[src/rtl/multicycle_control.sv]
// multicycle_control: main control FSM for the multicycle datapath.
// Sequences fetch/decode/execute/memory/writeback and counts retires.
module multicycle_control (
  input  logic        clk,
  input  logic        reset,
  input  logic [5:0]  opcode,
  input  logic        zero,
  input  logic        mem_ready,
  output logic [1:0]  Operation,
  output logic        alu_src_a,
  output logic [1:0]  alu_src_b,
  output logic        iord,
  output logic        mem_read,
  output logic        mem_write,
  output logic        ir_write,
  output logic        pc_en,
  output logic [1:0]  pc_source,
  output logic        reg_write,
  output logic        reg_dst,
  output logic        mem_to_reg,
  output logic        illegal_op,
  output logic [3:0]  state,
  output logic [31:0] retired
);

  typedef enum logic [3:0] {
    FETCH    = 4'd0,
    DECODE   = 4'd1,
    MEMADR   = 4'd2,
    MEMREAD  = 4'd3,
    MEMWB    = 4'd4,
    MEMWRITE = 4'd5,
    EXECUTE  = 4'd6,
    ALUWB    = 4'd7,
    BRANCH   = 4'd8,
    IMMEX    = 4'd9,
    IMMWB    = 4'd10,
    JUMP     = 4'd11
  } state_t;

  localparam logic [5:0] OP_R    = 6'b000000;
  localparam logic [5:0] OP_LW   = 6'b100011;
  localparam logic [5:0] OP_SW   = 6'b101011;
  localparam logic [5:0] OP_BEQ  = 6'b000100;
  localparam logic [5:0] OP_ADDI = 6'b001000;
  localparam logic [5:0] OP_ANDI = 6'b001100;
  localparam logic [5:0] OP_J    = 6'b000010;

  state_t     cur;
  logic [5:0] op_q;
  logic       retiring;
  logic       pc_write, pc_write_cond;
  logic       mr_raw, mw_raw, irw_raw, rw_raw, ill_raw;

  assign state = cur;

  // Retire is taken on the edge that leaves a final instruction state.
  always_comb begin
    retiring = 1'b0;
    case (cur)
      MEMWB, ALUWB, BRANCH, IMMWB, JUMP: retiring = 1'b1;
      MEMWRITE: retiring = mem_ready;
      default: retiring = 1'b0;
    endcase
  end

  // State register, opcode latch and retire counter.
  always_ff @(posedge clk) begin
    if (reset) begin
      cur     <= FETCH;
      op_q    <= 6'd0;
      retired <= 32'd0;
    end else begin
      if (retiring)
        retired <= retired + 32'd1;
      if (cur == DECODE)
        op_q <= opcode;
      case (cur)
        FETCH:
          if (mem_ready) cur <= DECODE;
        DECODE:
          unique case (1'b1)
            opcode == OP_R:
              cur <= EXECUTE;
            opcode == OP_LW || opcode == OP_SW:
              cur <= MEMADR;
            opcode == OP_BEQ:
              cur <= BRANCH;
            opcode == OP_ADDI || opcode == OP_ANDI:
              cur <= IMMEX;
            opcode == OP_J:
              cur <= JUMP;
            default:
              cur <= FETCH;
          endcase
        MEMADR:
          cur <= (op_q == OP_LW) ? MEMREAD : MEMWRITE;
        MEMREAD:
          if (mem_ready) cur <= MEMWB;
        MEMWRITE:
          if (mem_ready) cur <= FETCH;
        EXECUTE: cur <= ALUWB;
        IMMEX:   cur <= IMMWB;
        default: cur <= FETCH;
      endcase
    end
  end

  // Moore decode of datapath controls; fetch strobes wait on memory.
  always_comb begin
    Operation     = 2'b00;
    alu_src_a     = 1'b0;
    alu_src_b     = 2'b00;
    iord          = 1'b0;
    mr_raw        = 1'b0;
    mw_raw        = 1'b0;
    irw_raw       = 1'b0;
    pc_write      = 1'b0;
    pc_write_cond = 1'b0;
    pc_source     = 2'b00;
    rw_raw        = 1'b0;
    reg_dst       = 1'b0;
    mem_to_reg    = 1'b0;
    ill_raw       = 1'b0;
    case (cur)
      FETCH: begin
        mr_raw    = 1'b1;
        alu_src_b = 2'b01;
        irw_raw   = mem_ready;
        pc_write  = mem_ready;
      end
      DECODE: begin
        alu_src_b = 2'b11;
        ill_raw   = !(opcode == OP_R || opcode == OP_LW ||
                      opcode == OP_SW || opcode == OP_BEQ ||
                      opcode == OP_ADDI || opcode == OP_ANDI ||
                      opcode == OP_J);
      end
      MEMADR: begin
        alu_src_a = 1'b1;
        alu_src_b = 2'b10;
      end
      MEMREAD: begin
        mr_raw = 1'b1;
        iord   = 1'b1;
      end
      MEMWB: begin
        rw_raw     = 1'b1;
        mem_to_reg = 1'b1;
      end
      MEMWRITE: begin
        mw_raw = 1'b1;
        iord   = 1'b1;
      end
      EXECUTE: begin
        alu_src_a = 1'b1;
        Operation = 2'b10;
      end
      ALUWB: begin
        rw_raw  = 1'b1;
        reg_dst = 1'b1;
      end
      BRANCH: begin
        alu_src_a     = 1'b1;
        Operation     = 2'b01;
        pc_write_cond = 1'b1;
        pc_source     = 2'b01;
      end
      IMMEX: begin
        alu_src_a = 1'b1;
        alu_src_b = 2'b10;
        Operation = (op_q == OP_ANDI) ? 2'b11 : 2'b00;
      end
      IMMWB: rw_raw = 1'b1;
      JUMP: begin
        pc_write  = 1'b1;
        pc_source = 2'b10;
      end
      default: ;
    endcase
  end

  assign mem_read   = mr_raw & ~reset;
  assign mem_write  = mw_raw & ~reset;
  assign ir_write   = irw_raw & ~reset;
  assign reg_write  = rw_raw & ~reset;
  assign illegal_op = ill_raw & ~reset;
  assign pc_en      = (pc_write | (pc_write_cond & zero)) & ~reset;

endmodule

[config.mk]
export PLATFORM = sky130hd
export DESIGN_NAME = multicycle_control
export DESIGN_NICKNAME = d
export VERILOG_FILES = /design/src/rtl/multicycle_control.sv
export SDC_FILE = /design/constraint.sdc
export NUM_CORES = 1
export LEC_CHECK = 0
export CAP_MARGIN = 20
export CORE_AREA = 2 2 79 81
export DETAILED_ROUTE_END_ITERATION = 7
export DIE_AREA = 0 0 81 83
export DONT_BUFFER_PORTS = 1
export PLACE_DENSITY_LB_ADDON = 0.3
export SLEW_MARGIN = 5
export SYNTH_ARGS = -nofsm -noshare
export SYNTH_HDL_FRONTEND = slang
export SYNTH_SLANG_ARGS = --single-unit
[constraint.sdc]
create_clock -name clk -period 2.35 [get_ports clk]
set_input_delay 0.235 -clock clk [delete_from_list [all_inputs] [get_ports clk]]
set_output_delay 0.235 -clock clk [all_outputs]
set_load 0.02 [all_outputs]
==> impl_results.md, run 1 <==
- Effective utilization at floorplan: 0.3877
- Largest family of logic cells by synthesized area: simple AND/OR/NAND/NOR gates
- Clock root cell: sky130_fd_sc_hd__clkbuf_8
- Placer congestion estimate: 0.8507
- Static power due to leakage: 0.8864 nW
- Skew final: 0.003189 ns
- Clock sinks: 42
- Number of hold violations in the final report: 0
- Drt first-iter violations: 181
- Number of setup violations in the final report: 0
- Vias in the first global route: 1976
- Number of unique standard cell types used by synthesis: 42
- Layout fillers: 610
- Width of the die: 81 um
- Share of cell area taken by muxes after synthesis: 0.008879
- Maxcap violations: 0
- TritonCTS clock tree: built
- Compound-gate portion of the synthesized area: 0.1548
- Actual slew at the worst max-slew pin: 0.6155 ns
- Tmin final: 2.135 ns
- Worst hold slack across all endpoints: 0.01550 ns
- Worst reg-to-reg setup slack: 0.30 ns
- Basic-gate share of the synthesized area counting and, or, nand and nor cells: 0.3496
- Setup crit end kind: primary output
- Peak VDD IR: 0.0002625 V
- First drt pass iteration count: 4
- Global-route wire length before repair: 9.308 mm
- Pin count of the biggest net entering global routing: 33
- Total GRT Usage: 0.1737
- Depth of the CTS H-tree: 2
- Arrival time of the worst setup path: 1.90 ns
- Synthesized-area fraction occupied by xor and xnor cells: 0.06604
- Commonest non-fill, non-tap cells in the layout: 42 x sky130_fd_sc_hd__dfxtp_1, 36 x sky130_fd_sc_hd__nand2_1, 35 x sky130_fd_sc_hd__buf_4, 33 x sky130_fd_sc_hd__nor2_1, 29 x sky130_fd_sc_hd__a21oi_1
- Max frequency: 0.4683 GHz
- Critical-path maximum fanout: 12
- I/O Pins: 62
- Ratio of cells with drive above 1 in the final layout: 0.1495
- Final standard cell utilization of the core: 0.4580
- Setup fix buffers added after clock tree synthesis: 0
- Class of the tightest hold or removal check: in -> reg
- Die Footprint: 6723 um^2
- Worst endpoint required time: 2.12 ns
- Fin nets: 331
- Area overhead of the layout relative to synthesis: 18.15%
- Die span in y: 83 um
- Post-route antenna net violation count: 0
- Total inserted antenna cells: 0
- Critical path class: reg -> out
- Leading cell type in the layout, fill and taps excluded: sky130_fd_sc_hd__dfxtp_1
- Post-detailed-routing wire length: 5.834 mm
- Number of cells produced by synthesis: 290
- Final Instance Area: 2664 um^2
- Max-slew headroom: 0.5865
- Clock Path Buffers: 2
- Share of the yosys chip area belonging to registers: 0.3729
- Total of warnings raised by yosys: 0
- Design Power: 1.316 mW
- Share of the clock period used by the worst path: 0.9087
- Estimated wirelength of the detail-placed design: 3.984 mm
- Count of flip-flops with a built-in enable after synthesis: 0
- Placement-stage cell area: 2542 um^2
- Aggregate negative setup slack: 0 ns
- Syn_area_per_cell: 7.775 um^2
- Wire length per cell after detailed routing: 14.73 um
- Ratio of total power to cell area: 494.0 nW/um^2
- Per-cell via count in the routed design: 5.611
- Result of the run: finished, final reports clean
- Number of CTS-inserted buffers: 5
- Total number of vias: 2222
- Mapped Nets: 301
- Adder-cell share of the synthesized area: 0.005549
- Latest clock arrival within the worst-skew pair: 0.29 ns
- Number of port buffers: 0
- Startpoint type of the worst setup path: flop
- Placeable Area: 5816 um^2
- Number of register bits inferred by synthesis: 42
- Congestion Overflow GR: 0
- Post-detailed-route DRC marker count: 0
- Share of synthesized flip-flops with an asynchronous set or reset: 0
- Clock-pin slew of the registers on the worst-case setup and hold paths: 0.08 ns
- Total count of max-transition violations in the final report: 0
- Initial antenna violation count: 0
- Unrepaired setup endpoints after global routing: no
- Main flop type after synthesis: sky130_fd_sc_hd__dfxtp_1
- Site row count: 28
- Cell Area, Synth: 2255 um^2
## area by class of cell
class / instances / area, um^2 / share of cell area
multi-input cells: 227 / 1319 / 0.4951
flip-flops and latches: 42 / 840.8 / 0.3156
repair buffers: 37 / 292.8 / 0.1099
well taps: 75 / 93.84 / 0.03523
clock buffers: 7 / 86.33 / 0.03241
inverters: 7 / 26.28 / 0.009864
clock inverters: 1 / 5.005 / 0.001879
## metal layers
metal	part of all wire	up-vias	wire [um]	global-route usage
met5	0	-	0	0
met4	0.013	0	76	0.06009
met3	0.067	9	393	0.05326
met2	0.44	62	2565	0.2637
met1	0.48	1030	2798	0.2313
li1	-	1121	-	-
## power breakdown
group	leakage, nW	internal [mW]	switching, mW
logic	0.499	0.0378	0.0681
registers	0.339	0.720	0.00677
clock network	0.0482	0.237	0.246
total	0.886	0.995	0.321
## path summary, 6_finish.rpt
kind / startpoint / to / depth (start not counted)
max: state[3] / illegal_op / 5
min: reset / state[3] / 1
max reg2reg: state[3] / retired[31] / 5
min reg2reg: op_q[1] / op_q[1] / 2
## what timing repair did
action | CTS | global route
hold buffers | 2 | 0
resized for setup | 0 | 0
hold endpoints to repair | 32 | 0
## synthesized netlist by cell type, types with 2 or more instances
cell                       count  area share
sky130_fd_sc_hd__dfxtp_1      42        0.37
sky130_fd_sc_hd__nand2_1      36       0.060
sky130_fd_sc_hd__nor2_1       33       0.055
sky130_fd_sc_hd__a21oi_1      29       0.064
sky130_fd_sc_hd__o31ai_1      14       0.047
sky130_fd_sc_hd__xnor2_1      14       0.054
sky130_fd_sc_hd__nor3_1       13       0.029
sky130_fd_sc_hd__or4_1        13       0.043
sky130_fd_sc_hd__clkbuf_1     10       0.017
sky130_fd_sc_hd__nand3_1      10       0.022
sky130_fd_sc_hd__nor4_1       10       0.028
sky130_fd_sc_hd__nand4_1       9       0.025
sky130_fd_sc_hd__nand2b_1      8       0.022
sky130_fd_sc_hd__inv_1         7       0.012
sky130_fd_sc_hd__a31oi_1       3      0.0083
sky130_fd_sc_hd__nor2b_1       3      0.0083
sky130_fd_sc_hd__xor2_1        3       0.012
sky130_fd_sc_hd__a32o_1        2      0.0089
sky130_fd_sc_hd__and3_1        2      0.0055
sky130_fd_sc_hd__buf_6         2       0.010
sky130_fd_sc_hd__mux2i_1       2      0.0089
sky130_fd_sc_hd__nand3b_1      2      0.0067
sky130_fd_sc_hd__nor4b_1       2      0.0078
sky130_fd_sc_hd__o21ai_0       2      0.0044
sky130_fd_sc_hd__or3_1         2      0.0055
## critical path: stages (launching register included)
cell and delay, ns:
sky130_fd_sc_hd__dfxtp_1 0.40, sky130_fd_sc_hd__buf_4 0.22, sky130_fd_sc_hd__nand2b_1 0.24, sky130_fd_sc_hd__nand2b_1 0.31, sky130_fd_sc_hd__nor4_1 0.24, sky130_fd_sc_hd__buf_4 0.19
## metrics by stage
step / std cells / setup slack [ns]
finish: 396 / 0.2146
global route: 396 / 0.1085
floorplan: 290 / 0.1805
detailed placement: 386 / 0.3317
CTS: 396 / 0.2197
global placement: 386 / 0.3348
## cell families after synthesis
logic type,count (synthesis)
compound gates,56
xor+xnor,17
fa+ha+maj,1
buf+inv,21
flops,42
mux,2
simple gates,151
## sequential cells by signal (all words and copies together) (netlist names)
signal	flops
op_q	6
retired	32
state	4
(Power assumes the default switching activity.)
==> run 2, diff against run 1 <==
REMOVE_ABC_BUFFERS = 1   (was not set)
==> impl_results.md, run 2 (synthesis gave the netlist of run 1 again) <==
- Result of the run: finished, final reports clean
- Width of the die: 81 um (unchanged)
- Drt first-iter violations: 157 (-13%)
- Skew final: 0.01446 ns (+0.01127 ns)
- Number of hold violations in the final report: 0 (unchanged)
- Peak VDD IR: 0.0002598 V (-1.1%)
- Global-route wire length before repair: 9.425 mm (+1.3%)
- Total count of max-transition violations in the final report: 0 (unchanged)
- Arrival time of the worst setup path: 2.37 ns (+0.47 ns)
- Unrepaired setup endpoints after global routing: no
- Actual slew at the worst max-slew pin: 0.6802 ns (+0.06470 ns)
- First drt pass iteration count: 4 (unchanged)
- Critical-path maximum fanout: 15 (+3)
- Flip-flop count of the largest register, all copies and words added: 32 (unchanged)
- Site row count: 28 (unchanged)
- Setup crit end kind: flop
- Static power due to leakage: 0.8663 nW (-2.3%)
- Number of setup violations in the final report: 0 (unchanged)
- Depth of the CTS H-tree: 2 (unchanged)
- Class of the tightest hold or removal check: in -> reg
- Clock sinks: 42 (unchanged)
- Vias in the first global route: 1980 (+0.20%)
- Fraction of met1 tracks used by global routing: 0.2348 (+0.003438)
- Number of CTS-inserted buffers: 5 (unchanged)
- Placeable Area: 5816 um^2 (unchanged)
- CTS-repair resized insts: 0 (unchanged)
- Die span in y: 83 um (unchanged)
- Aggregate negative setup slack: 0 ns (unchanged)
- Post-detailed-routing wire length: 5.832 mm (about the same)
- Leading cell type in the layout, fill and taps excluded: sky130_fd_sc_hd__dfxtp_1
- Register with the highest flop count: retired
- Hold-critical path endpoint: retired[23]
- WHS Path Cells: 1 (unchanged)
- Total GRT Usage: 0.1759 (+0.002126)
- Ratio of cells with drive above 1 in the final layout: 0.1348 (-0.01474)
- Pre-CTS setup slack: 0.2007 ns (-0.1310 ns)
- Max frequency: 0.4685 GHz (about the same)
- Effective utilization at floorplan: 0.3877 (unchanged)
- Final worst slack: 0.2153 ns (+0.0007570 ns)
- Fin nets: 329 (-0.60%)
- Share of the clock period used by the worst path: 0.9084 (about the same)
- Area overhead of the layout relative to synthesis: 17.04%
- Total inserted antenna cells: 0 (unchanged)
- Congestion Overflow GR: 0 (unchanged)
- Wire length per cell after detailed routing: 14.80 um (+0.47%)
- Global routing usage on met2: 0.2667 (+0.003005)
- Tmin final: 2.135 ns (-0.0007570 ns)
- Clock root cell: sky130_fd_sc_hd__clkbuf_8
- Maxcap violations: 0 (unchanged)
- Source of the worst register-to-register timing path: state[3]
- Hold wc startpoint: reset
- Clock-pin slew of the registers on the worst-case setup and hold paths: 0.09 ns (about the same)
- Placer congestion estimate: 0.7974 (-6.3%)
- Per-cell via count in the routed design: 5.556 (-0.99%)
- I/O Pins: 62 (unchanged)
- Design Power: 1.299 mW (-1.3%)
- Number of port buffers: 0 (unchanged)
- Worst endpoint required time: 2.58 ns (+0.46 ns)
- Commonest non-fill, non-tap cells in the layout: 42 x sky130_fd_sc_hd__dfxtp_1, 36 x sky130_fd_sc_hd__nand2_1, 33 x sky130_fd_sc_hd__nor2_1, 31 x sky130_fd_sc_hd__buf_4, 29 x sky130_fd_sc_hd__a21oi_1
- Final standard cell utilization of the core: 0.4537 (-0.004302)
- Clock Path Buffers: 2 (unchanged)
- Critical path class: reg -> reg
- Ratio of total power to cell area: 492.3 nW/um^2 (-0.34%)
- Worst reg-to-reg setup slack: 0.22 ns (-0.08 ns)
- Max-slew headroom: 0.5450 (-0.04147)
- Post-detailed-route DRC marker count: 0 (unchanged)
- Initial antenna violation count: 0 (unchanged)
- Post-route antenna net violation count: 0 (unchanged)
- Layer carrying the most global-route usage: met2
- Die Footprint: 6723 um^2 (unchanged)
- Pin count of the biggest net entering global routing: 34 (+3.0%)
- GR met3 Demand/Resource: 0.06087 (+0.007609)
- TritonCTS clock tree: built
- Startpoint type of the worst setup path: flop
- Latest clock arrival within the worst-skew pair: 0.30 ns (about the same)
- Estimated wirelength of the detail-placed design: 4.065 mm (+2.0%)
- End of the worst register-to-register path: retired[30]
- Length in cells of the worst reg-to-reg path: 5 (unchanged)
- Total number of vias: 2189 (-1.5%)
run 2: changes by cell type in the layout (fill, tap and decap cells not counted), sizes merged:
cell / delta
dlygate4sd3: +3
clkinv: +1
clkbuf: -1
buf: -5
run 2: timing repair:
action,CTS,global route
endpoints found under the hold margin,17,14
setup buffers,0,0
setup endpoints to repair,0,0
hold buffers,2,2
run 2: cell type report:
class	count	area, um^2
Clock buffer	6	72.57
Clock inverter	2	13.76
Fill cell	604	3177
Inverter	7	26.28
Multi-Input combinational cell	227	1319
Sequential cell	42	840.8
Tap cell	75	93.84
Timing Repair Buffer	35	272.8
run 2: per-stage QoR:
stage                     std cells  area [um^2]  hold WS (ns)
after floorplan                 276         2186        0.3041
after global placement          382         2512        0.3097
after detailed placement        382         2512        0.3114
after CTS                       392         2619     0.0007181
after global routing            394         2639      0.002750
final                           394         2639       0.01378
run 2: metal layers:
layer / wire length, um / part of all wire / vias to the layer above
li1: - / - / 1113
met1: 2638 / 0.45 / 1016
met2: 2630 / 0.45 / 55
met3: 484 / 0.083 / 5
met4: 78 / 0.013 / 0
met5: 0 / 0 / -
run 2: how the worst max path moves through the flow:
stage              from           to  slack, ns  depth (start not counted)
2_1_floorplan  state[2]  retired[31]      -0.12                          5
3_3_place_gp   state[3]  retired[30]       0.28                          5
3_5_place_dp   state[3]  retired[30]       0.20                          5
4_1_cts        state[3]  retired[30]       0.18                          5
5_1_grt        state[3]  retired[30]       0.04                          5
6_report       state[3]  retired[30]       0.22                          5
run 2: power breakdown:
part | internal (mW) | total (mW) | switching, mW
sequential | 0.720 | 0.727 | 0.00664
combinational | 0.0394 | 0.106 | 0.0661
clock | 0.210 | 0.467 | 0.257
total | 0.969 | 1.30 | 0.330
run 2: worst max-delay path, cell delays in order (launching register included):
cell and delay [ns]:
sky130_fd_sc_hd__dfxtp_1 0.50, sky130_fd_sc_hd__nor2b_1 0.22, sky130_fd_sc_hd__a32o_1 0.30, sky130_fd_sc_hd__nand2_1 0.35, sky130_fd_sc_hd__or4_1 0.56, sky130_fd_sc_hd__a21oi_1 0.15
